$ cat config.mk
export PLATFORM = sky130hd
export DESIGN_NAME = imm_encoder
export DESIGN_NICKNAME = d
export VERILOG_FILES = /design/src/rtl/cc_enc_pkg.sv /design/src/rtl/imm_pack.sv /design/src/rtl/imm_encoder.sv
export SDC_FILE = /design/constraint.sdc
export NUM_CORES = 1
export LEC_CHECK = 0
export CORE_AREA = 2 2 113 126
export DETAILED_ROUTE_END_ITERATION = 8
export DIE_AREA = 0 0 115 128
export GPL_TIMING_DRIVEN = 0
export PLACE_DENSITY = 0.74
export SYNTH_ARGS = -nofsm -noshare
export SYNTH_HDL_FRONTEND = slang
export SYNTH_HIERARCHICAL = 1
export SYNTH_SLANG_ARGS = --single-unit
$ cat constraint.sdc
create_clock -name clk -period 4.2 [get_ports clk]
set_input_delay 0.84 -clock clk [delete_from_list [all_inputs] [get_ports clk]]
set_output_delay 0.84 -clock clk [all_outputs]
set_load 0.01 [all_outputs]
$ cat src/rtl/cc_enc_pkg.sv
// cc_enc_pkg: shared constants and types for the CC instruction-word encoder.
//   - opcode constants for the LDI / LDUI / QWAIT word formats
//   - command opcode enum, encoder FSM state enum, word-kind selector
//   - QW_MAX: largest cycle count that fits one QWAIT payload
package cc_enc_pkg;

    localparam logic [6:0]  OPC_LDI   = 7'h37;
    localparam logic [6:0]  OPC_LDUI  = 7'h17;
    localparam logic [6:0]  OPC_QWAIT = 7'h7B;
    localparam logic [19:0] QW_MAX    = 20'hFFFFF;

    typedef enum logic [1:0] {
        OP_LOADI   = 2'd0,
        OP_QWAIT   = 2'd1,
        OP_PASS    = 2'd2,
        OP_ILLEGAL = 2'd3
    } cmd_op_t;

    typedef enum logic [2:0] {
        ST_IDLE = 3'd0,
        ST_LDI  = 3'd1,
        ST_LDUI = 3'd2,
        ST_QW   = 3'd3,
        ST_PASS = 3'd4
    } state_t;

    typedef enum logic [1:0] {
        WK_LDI   = 2'd0,
        WK_LDUI  = 2'd1,
        WK_QWAIT = 2'd2
    } word_kind_t;

endpackage

$ cat src/rtl/imm_pack.sv
// imm_pack: combinational instruction-word formatter.
//   kind  : which word format to build (LDI, LDUI, QWAIT)
//   rd    : destination register (LDI / LDUI only)
//   value : LDI uses value[19:0], LDUI uses value[31:17],
//           QWAIT uses value[19:0] as the cycle count payload
//   word  : formatted 32-bit instruction word
module imm_pack
    import cc_enc_pkg::*;
(
    input  word_kind_t  kind,
    input  logic [4:0]  rd,
    input  logic [31:0] value,
    output logic [31:0] word
);

    always_comb begin
        word = '0;
        case (kind)
            WK_LDI:   word = {value[19:0], rd, OPC_LDI};
            // LDUI carries rd in both the rs and rd fields so the decoder
            // merges the upper 15 bits into the register LDI just wrote.
            WK_LDUI:  word = {value[31:17], rd, rd, OPC_LDUI};
            WK_QWAIT: word = {value[19:0], 5'b0, OPC_QWAIT};
            default:  word = '0;
        endcase
    end

endmodule

$ cat src/rtl/imm_encoder.sv
// imm_encoder: turns immediate commands into a stream of 32-bit
// instruction words (LDI / LDI+LDUI for constants, repeated QWAIT for
// long waits, raw pass-through).
//   clk, rst           : clock, asynchronous active-high reset
//   cmd_valid/ready    : command handshake (ready only while idle)
//   cmd_op/rd/data     : command opcode, destination register, operand
//   out_valid/ready    : output word handshake
//   out_instr/out_last : registered word and end-of-command marker
//   cmd_err            : one-cycle pulse when an illegal op is accepted
//   busy               : high while a command is being emitted
module imm_encoder
    import cc_enc_pkg::*;
(
    input  logic        clk,
    input  logic        rst,
    input  logic        cmd_valid,
    output logic        cmd_ready,
    input  logic [1:0]  cmd_op,
    input  logic [4:0]  cmd_rd,
    input  logic [31:0] cmd_data,
    output logic        out_valid,
    input  logic        out_ready,
    output logic [31:0] out_instr,
    output logic        out_last,
    output logic        cmd_err,
    output logic        busy
);

    // Saturate a remaining wait count to what one QWAIT word can carry.
    function automatic logic [19:0] sat_payload(input logic [31:0] rem);
        if (rem > {12'd0, QW_MAX}) begin
            return QW_MAX;
        end
        return rem[19:0];
    endfunction

    // A constant needs only LDI when it equals the sign extension of its
    // low 20 bits.
    function automatic logic fits_ldi(input logic [31:0] v);
        return v == {{12{v[19]}}, v[19:0]};
    endfunction

    state_t      state_q, state_d;
    cmd_op_t     op;
    logic        hs;
    logic        valid_d, last_d, err_d, load_cmd;
    logic [31:0] instr_d;
    logic [31:0] rem_q, rem_d, rem_after;
    logic [31:0] val_q;
    logic [4:0]  rd_q;
    logic [19:0] cmd_payload, next_payload;

    word_kind_t  pk_kind;
    logic [4:0]  pk_rd;
    logic [31:0] pk_val;
    logic [31:0] pk_word;

    assign op        = cmd_op_t'(cmd_op);
    assign hs        = out_valid & out_ready;
    assign cmd_ready = (state_q == ST_IDLE);
    assign busy      = (state_q != ST_IDLE);

    // Payload of the word being offered now is sat(rem); rem_after is what
    // is left once that word is taken.
    assign cmd_payload  = sat_payload(cmd_data);
    assign rem_after    = rem_q - {12'd0, sat_payload(rem_q)};
    assign next_payload = sat_payload(rem_after);

    // Select what the formatter builds: the first word of a new command
    // while idle, otherwise the follow-on word of the current command.
    always_comb begin
        pk_kind = WK_LDI;
        pk_rd   = cmd_rd;
        pk_val  = cmd_data;
        case (state_q)
            ST_IDLE: begin
                if (op == OP_QWAIT) begin
                    pk_kind = WK_QWAIT;
                    pk_val  = {12'd0, cmd_payload};
                end
            end
            ST_LDI: begin
                pk_kind = WK_LDUI;
                pk_rd   = rd_q;
                pk_val  = val_q;
            end
            ST_QW: begin
                pk_kind = WK_QWAIT;
                pk_val  = {12'd0, next_payload};
            end
            default: ;
        endcase
    end

    imm_pack u_pack (
        .kind  (pk_kind),
        .rd    (pk_rd),
        .value (pk_val),
        .word  (pk_word)
    );

    // Next-state and registered-output logic.
    always_comb begin
        state_d  = state_q;
        valid_d  = out_valid;
        instr_d  = out_instr;
        last_d   = out_last;
        err_d    = 1'b0;
        rem_d    = rem_q;
        load_cmd = 1'b0;

        case (state_q)
            ST_IDLE: begin
                if (cmd_valid) begin
                    load_cmd = 1'b1;
                    case (op)
                        OP_LOADI: begin
                            state_d = ST_LDI;
                            valid_d = 1'b1;
                            instr_d = pk_word;
                            last_d  = fits_ldi(cmd_data);
                        end
                        OP_QWAIT: begin
                            // A zero count visits QW for one cycle with no
                            // word offered, then falls back to idle.
                            state_d = ST_QW;
                            rem_d   = cmd_data;
                            if (cmd_data != 32'd0) begin
                                valid_d = 1'b1;
                                instr_d = pk_word;
                                last_d  = ({12'd0, cmd_payload} == cmd_data);
                            end
                        end
                        OP_PASS: begin
                            state_d = ST_PASS;
                            valid_d = 1'b1;
                            instr_d = cmd_data;
                            last_d  = 1'b1;
                        end
                        default: begin
                            err_d = 1'b1;
                        end
                    endcase
                end
            end
            ST_LDI: begin
                if (hs) begin
                    if (out_last) begin
                        state_d = ST_IDLE;
                        valid_d = 1'b0;
                        last_d  = 1'b0;
                    end else begin
                        state_d = ST_LDUI;
                        instr_d = pk_word;
                        last_d  = 1'b1;
                    end
                end
            end
            ST_QW: begin
                if (!out_valid) begin
                    state_d = ST_IDLE;
                end else if (hs) begin
                    rem_d = rem_after;
                    if (out_last) begin
                        state_d = ST_IDLE;
                        valid_d = 1'b0;
                        last_d  = 1'b0;
                    end else begin
                        instr_d = pk_word;
                        last_d  = ({12'd0, next_payload} == rem_after);
                    end
                end
            end
            ST_LDUI, ST_PASS: begin
                if (hs) begin
                    state_d = ST_IDLE;
                    valid_d = 1'b0;
                    last_d  = 1'b0;
                end
            end
            default: begin
                state_d = ST_IDLE;
                valid_d = 1'b0;
                last_d  = 1'b0;
            end
        endcase
    end

    always_ff @(posedge clk or posedge rst) begin
        if (rst) begin
            state_q   <= ST_IDLE;
            out_valid <= 1'b0;
            out_instr <= '0;
            out_last  <= 1'b0;
            cmd_err   <= 1'b0;
            rem_q     <= '0;
        end else begin
            state_q   <= state_d;
            out_valid <= valid_d;
            out_instr <= instr_d;
            out_last  <= last_d;
            cmd_err   <= err_d;
            rem_q     <= rem_d;
        end
    end

    // Operand capture for the LDUI follow-on word; pure data, no reset.
    always_ff @(posedge clk) begin
        if (load_cmd) begin
            val_q <= cmd_data;
            rd_q  <= cmd_rd;
        end
    end

endmodule

# After elaboration in Yosys (flattened, before gate mapping)
# Index checks and enable logic that the tools add are counted.
# word_totals
elab_cells	110
output_inout_bits	37
input_bits	43
regBits	107
# classes
n_reduce_logical	15
magnitude_cmp	3
n_eq_ne	23
bitwise_logic	1
muxes	59
addsub	1
# op_table
operator	count
32-bit two-way mux	10
32-bit case mux with 3 select lines	3
32-bit case mux with 2 select lines	2
20-bit two-way mux	6
32-bit by 20-bit > comparator with 1-bit output (second input constant)	3
20-bit by 32-bit == test with 1-bit output	2
32-bit nonzero test	1
32-bit by 20-bit subtractor with 32-bit output	1
1-bit two-way mux	22
3-bit two-way mux	6
12-bit == test	1
2-bit != test (second input constant)	6
3-bit case mux with 4 select lines	1
6-bit AND reduction	2
5-bit AND reduction	2
3-bit case mux with 3 select lines	1
1-bit case mux with 4 select lines	2
7-bit AND reduction	1
3-bit by 2-bit == test with 1-bit output (second input constant)	2
3-bit by 2-bit != test with 1-bit output (second input constant)	2
3-bit != test (second input constant)	2
2-bit case mux with 3 select lines	1
3-bit nonzero test	2
5-bit two-way mux	1
15 further kinds	20

# Logic depth before layout (Yosys ltp)
# depth
word_depth	13
ltp_mapped	17
ltp_nobuf	13

# Hierarchy
# Netlist, hierarchy kept.
# modules_own_cells
mod	cells_each	instances	area_per_inst_um2
imm_encoder	717	1	6283.5
imm_pack	36	1	302.8

# Worst setup path before layout
# OpenSTA, ideal clock, no wires.
# synth_timing
path_kind	register to register
from	register rem_q[20]
to	register out_instr[15]
setup_ns	0.133
arrival_ns	3.961
synth_period_minus_slack_ns	4.094
stages_incl_launch_ff	18
required_ns	4.067
path_slack_ns	0.106
path_cell_list	dfrtp_1 -> buf_2 -> or4_1 -> nor4_2 -> clkbuf_1 -> clkbuf_1 -> or2_2 -> ha_1 -> clkbuf_1 -> a32o_2 -> nand3_1 -> a221o_1 -> nor2_4 -> buf_6 -> a21oi_1 -> mux2_2 -> mux2i_1 -> o21ai_0
# synth_via
elab_chain_len	13
word_cells_on_any_way	16
# synth_rtl
element	line	rtl
start, declared	imm_encoder.sv:48	logic [31:0] rem_q, rem_d, rem_after;
start signal, assigned	imm_encoder.sv:203	rem_q <= rem_d;
32-bit by 20-bit > comparator with 1-bit output	imm_encoder.sv:31	if (rem > {12'd0, QW_MAX}) begin
1-bit two-way mux	imm_encoder.sv:31	
20-bit two-way mux	imm_encoder.sv:34	return rem[19:0];
32-bit by 20-bit subtractor with 32-bit output *	imm_encoder.sv:66	assign rem_after = rem_q - {12'd0, sat_payload(rem_q)};
32-bit by 20-bit > comparator with 1-bit output	imm_encoder.sv:31	
1-bit two-way mux	imm_encoder.sv:31	
20-bit two-way mux *	imm_encoder.sv:34	
32-bit case mux with 2 select lines *	imm_encoder.sv:75	case (state_q)
net pk_val[3]	imm_encoder.sv:55	logic [31:0] pk_val;
32-bit case mux with 3 select lines *	imm_pack.sv:18	case (kind)
net pk_word[15]	imm_encoder.sv:56	logic [31:0] pk_word;
32-bit two-way mux, on equally long branches	imm_encoder.sv:128, imm_encoder.sv:148, imm_encoder.sv:164	
32-bit case mux with 3 select lines or 32-bit two-way mux (tied branches)	imm_encoder.sv:116, imm_encoder.sv:162	
32-bit two-way mux, on equally long branches	imm_encoder.sv:114, imm_encoder.sv:160	
32-bit case mux with 3 select lines *	imm_encoder.sv:112	case (state_q)
end signal, assigned	imm_encoder.sv:200	out_instr <= instr_d;
end, declared	imm_encoder.sv:23	output logic [31:0] out_instr,
# The timed path passes the listed nets; every way through them passes the cells marked *. The select of a mux whose other input is x is not followed.
# A chain may end at the register's enable or synchronous reset.

# Final worst setup path
# layout_timing
from	register rem_q[30]
to	register out_instr[26]
# The elaborated chain is that of the path after synthesis.

==> flow_metrics.tcl <==
set metrics [dict create \
    postLayoutCoreUtil_pct 59.6 \
    setup_violations 0 \
    synthSimpleGateAreaFrac_pct 18.0 \
    die_area_um2 14700 \
    drtAntennaViolNets 0 \
    ir_drop_uv 283 \
    grtUsageTotal_pct 31.8 \
    powerDensity_nw_per_um2 727 \
    synth_compound_area_share_pct 24.2 \
    dp_hpwl_um 17000 \
    cts_made_buffers 9 \
    min_path_cells 2 \
    nets 902 \
    place_ws_ps -893 \
    place_area_um2 7590 \
    routed_via_density 6.45 \
    fillers 1199 \
    r2r_end "out_instr[26]" \
    final_common_cell "nand2_1" \
    drive_above_1_share_pct 8.97 \
    synth_xor_xnor_area_share_pct 1.60 \
    cts-root-buf "clkbuf_16" \
    hp-class "reg2reg" \
    r2r_start "rem_q[30]" \
    synthFlopType "dfrtp_1" \
    cp_data_arrival_time_ps 4290 \
    cp-start-kind "flip-flop" \
    core_area_um2 13500 \
    initialDrtViolationCount 701 \
    worstMarginPinSlew_ps 1280 \
    final_cells 1022 \
    dr.pass1.iters 6 \
    row_count 45 \
    finalInstanceArea_um2 8050 \
    p_total_mw 5.86 \
    synthMuxAreaShare_pct 7.03 \
    wire_per_inst_um 22.7 \
    die_y_um 128 \
    holdBufCountCts 0 \
    min-delay-start "out_instr[10]" \
    start_util_pct 48.7 \
    drc 0 \
    final_cell_mix "nand2_1, o21ai_0, clkdlybuf4s50_1" \
    holdPathEnd "out_instr[10]" \
    synth_nets 802 \
    grt_max_degree 71 \
    slew_headroom_pct 13.8 \
    finClkSkew_ps 14.6 \
    num_vias 6590 \
    cp-end-kind "flip-flop" \
    clk_latency_ps 370 \
    synth_edf_count 37 \
    grt_pass1_wl_um 35300 \
    min_period_ps 4040 \
    reg2reg_slack_ps 160 \
    ys_seq_area_share_pct 43.5 \
    area_delta_synth_final_pct 22.3 \
    synth_cell_types 64 \
    wl_um 23200 \
    syn_inst 753 \
    clock_sinks 107 \
    num_io_pins 80 \
    n_antenna_cell 0 \
    maxCapViolations 0 \
    power.leakage_nw 3.21 \
    slew_violations 0 \
    cts_tree "yes" \
    synth.cell_area_um2 6590 \
    cts_buffer_depth 2 \
    rsz0062_at_grt "no" \
    dpl.cell_count 996 \
    synth_area_per_cell_um2 8.75 \
    rr_worst_depth 15 \
    io_buffers 79 \
    synth_fa_ha_area_share_pct 1.14 \
    synth_top_family_by_area "compound AO/OA/AOI/OAI gates" \
    status "finished, final reports clean" \
    fmax_mhz 247 \
    fin_crit_sh_pct 96.3 \
    worst_slack_ps 155 \
    synth-seq-cells 107 \
    fp.dieW_um 115 \
    overflow 0 \
    yosys_warnings 6 \
    cp_max_fo 11 \
    antenna_found_initial 1 \
    crit_type "reg2reg" \
    hold_viol 0 \
    whs_ps 478 \
    setup_tns_ps 0 \
    async_flop_share_pct 65.4 \
    htreeDepth 3 \
    gp_congestion 0.981 \
    grt_pass1_vias 6171 \
    clk_pin_slew_ps 80 \
    cp.required_ps 4440 \
]
-- report_power, final --
group | leakage, nW | switching, mW | total [mW] | internal [mW]
registers | 1.18 | 0.316 | 1.84 | 1.52
logic | 1.88 | 1.86 | 3.15 | 1.28
clock network | 0.150 | 0.449 | 0.875 | 0.426
-- worst max path at each step --
stage | slack [ps] | to | depth (start not counted) | from
5_1_grt | 10 | out_instr[15] | 15 | rem_q[30]
3_3_place_gp | -950 | out_instr[12] | 16 | rem_q[20]
2_1_floorplan | 110 | out_instr[15] | 17 | rem_q[20]
4_1_cts | 2 | out_instr[14] | 16 | rem_q[20]
3_5_place_dp | -890 | out_instr[12] | 16 | rem_q[20]
6_report | 160 | out_instr[26] | 15 | rem_q[30]
-- cell families after synthesis --
kind of cell,count (synthesis)
compound gates,257
simple gates,255
flops,107
buf+inv,71
mux,45
xor+xnor,12
fa+ha+maj,6
-- registers in the layout (all words and copies together) (netlist names) --
name       flops
out_instr     32
rem_q         32
val_q         32
rd_q           5
state_q        3
cmd_err        1
out_last       1
out_valid      1
-- per-layer routing --
metal  global-route usage, %  vias up  part of all wire [%]
li1                        -     2985                     -
met1                    41.7     3210                    41
met2                    52.4      345                    48
met3                    4.59       50                   7.6
met4                    14.0        0                   3.4
met5                       0        -                     0
-- worst max-delay path, cell delays in order, from the launching register on --
cell	delay (ps)
dfrtp_1	420
or4_4	590
nor4_4	330
clkbuf_8	230
or2_2	150
ha_2	190
and2_4	150
a32o_2	220
nand3_1	80
a221o_2	480
nor2_4	270
buf_6	150
o2111ai_1	150
a22o_1	290
mux2i_1	120
o21ai_0	90
-- what timing repair did --
action,4_1_cts,5_1_grt
endpoints found under the setup margin,22,20
buffers inserted,7,3
cloned,0,1
resized for setup,14,12
pin swaps,4,4
-- layout make-up --
type / instances / area [µm²] / area share (%)
clock buffer: 9 / 225 / 2.80
timing repair buffer: 90 / 881 / 10.9
multi-input combinational: 575 / 3490 / 43.3
tap: 164 / 205 / 2.55
clock inverter: 7 / 81.3 / 1.01
sequential: 107 / 2860 / 35.6
inverter: 19 / 73.8 / 0.917
buffer: 51 / 236 / 2.94
-- cell usage after synthesis (all sizes together) (4+ instances only) --
library cell | number | area, µm²
and2 | 4 | 25.0
mux2 | 10 | 113
and3 | 4 | 25.0
inv | 19 | 71.3
nand2 | 96 | 360
a22o | 27 | 236
and2b | 5 | 43.8
edfxtp | 37 | 1110
mux2i | 35 | 350
dfrtp | 70 | 1750
xor2 | 5 | 43.8
nand4 | 8 | 50.1
nor4 | 15 | 100
o22a | 5 | 43.8
nand3 | 16 | 80.1
or4 | 4 | 33.8
o22ai | 16 | 100
a31oi | 20 | 125
clkbuf | 41 | 154
o31ai | 5 | 37.5
xnor2 | 7 | 61.3
o21a | 5 | 37.5
nor2 | 75 | 289
ha | 6 | 75.1
o21ai | 82 | 410
a21oi | 63 | 315
nor3 | 10 | 50.1
buf | 11 | 72.6
No activity file was read; power rests on OpenSTA's default activity.
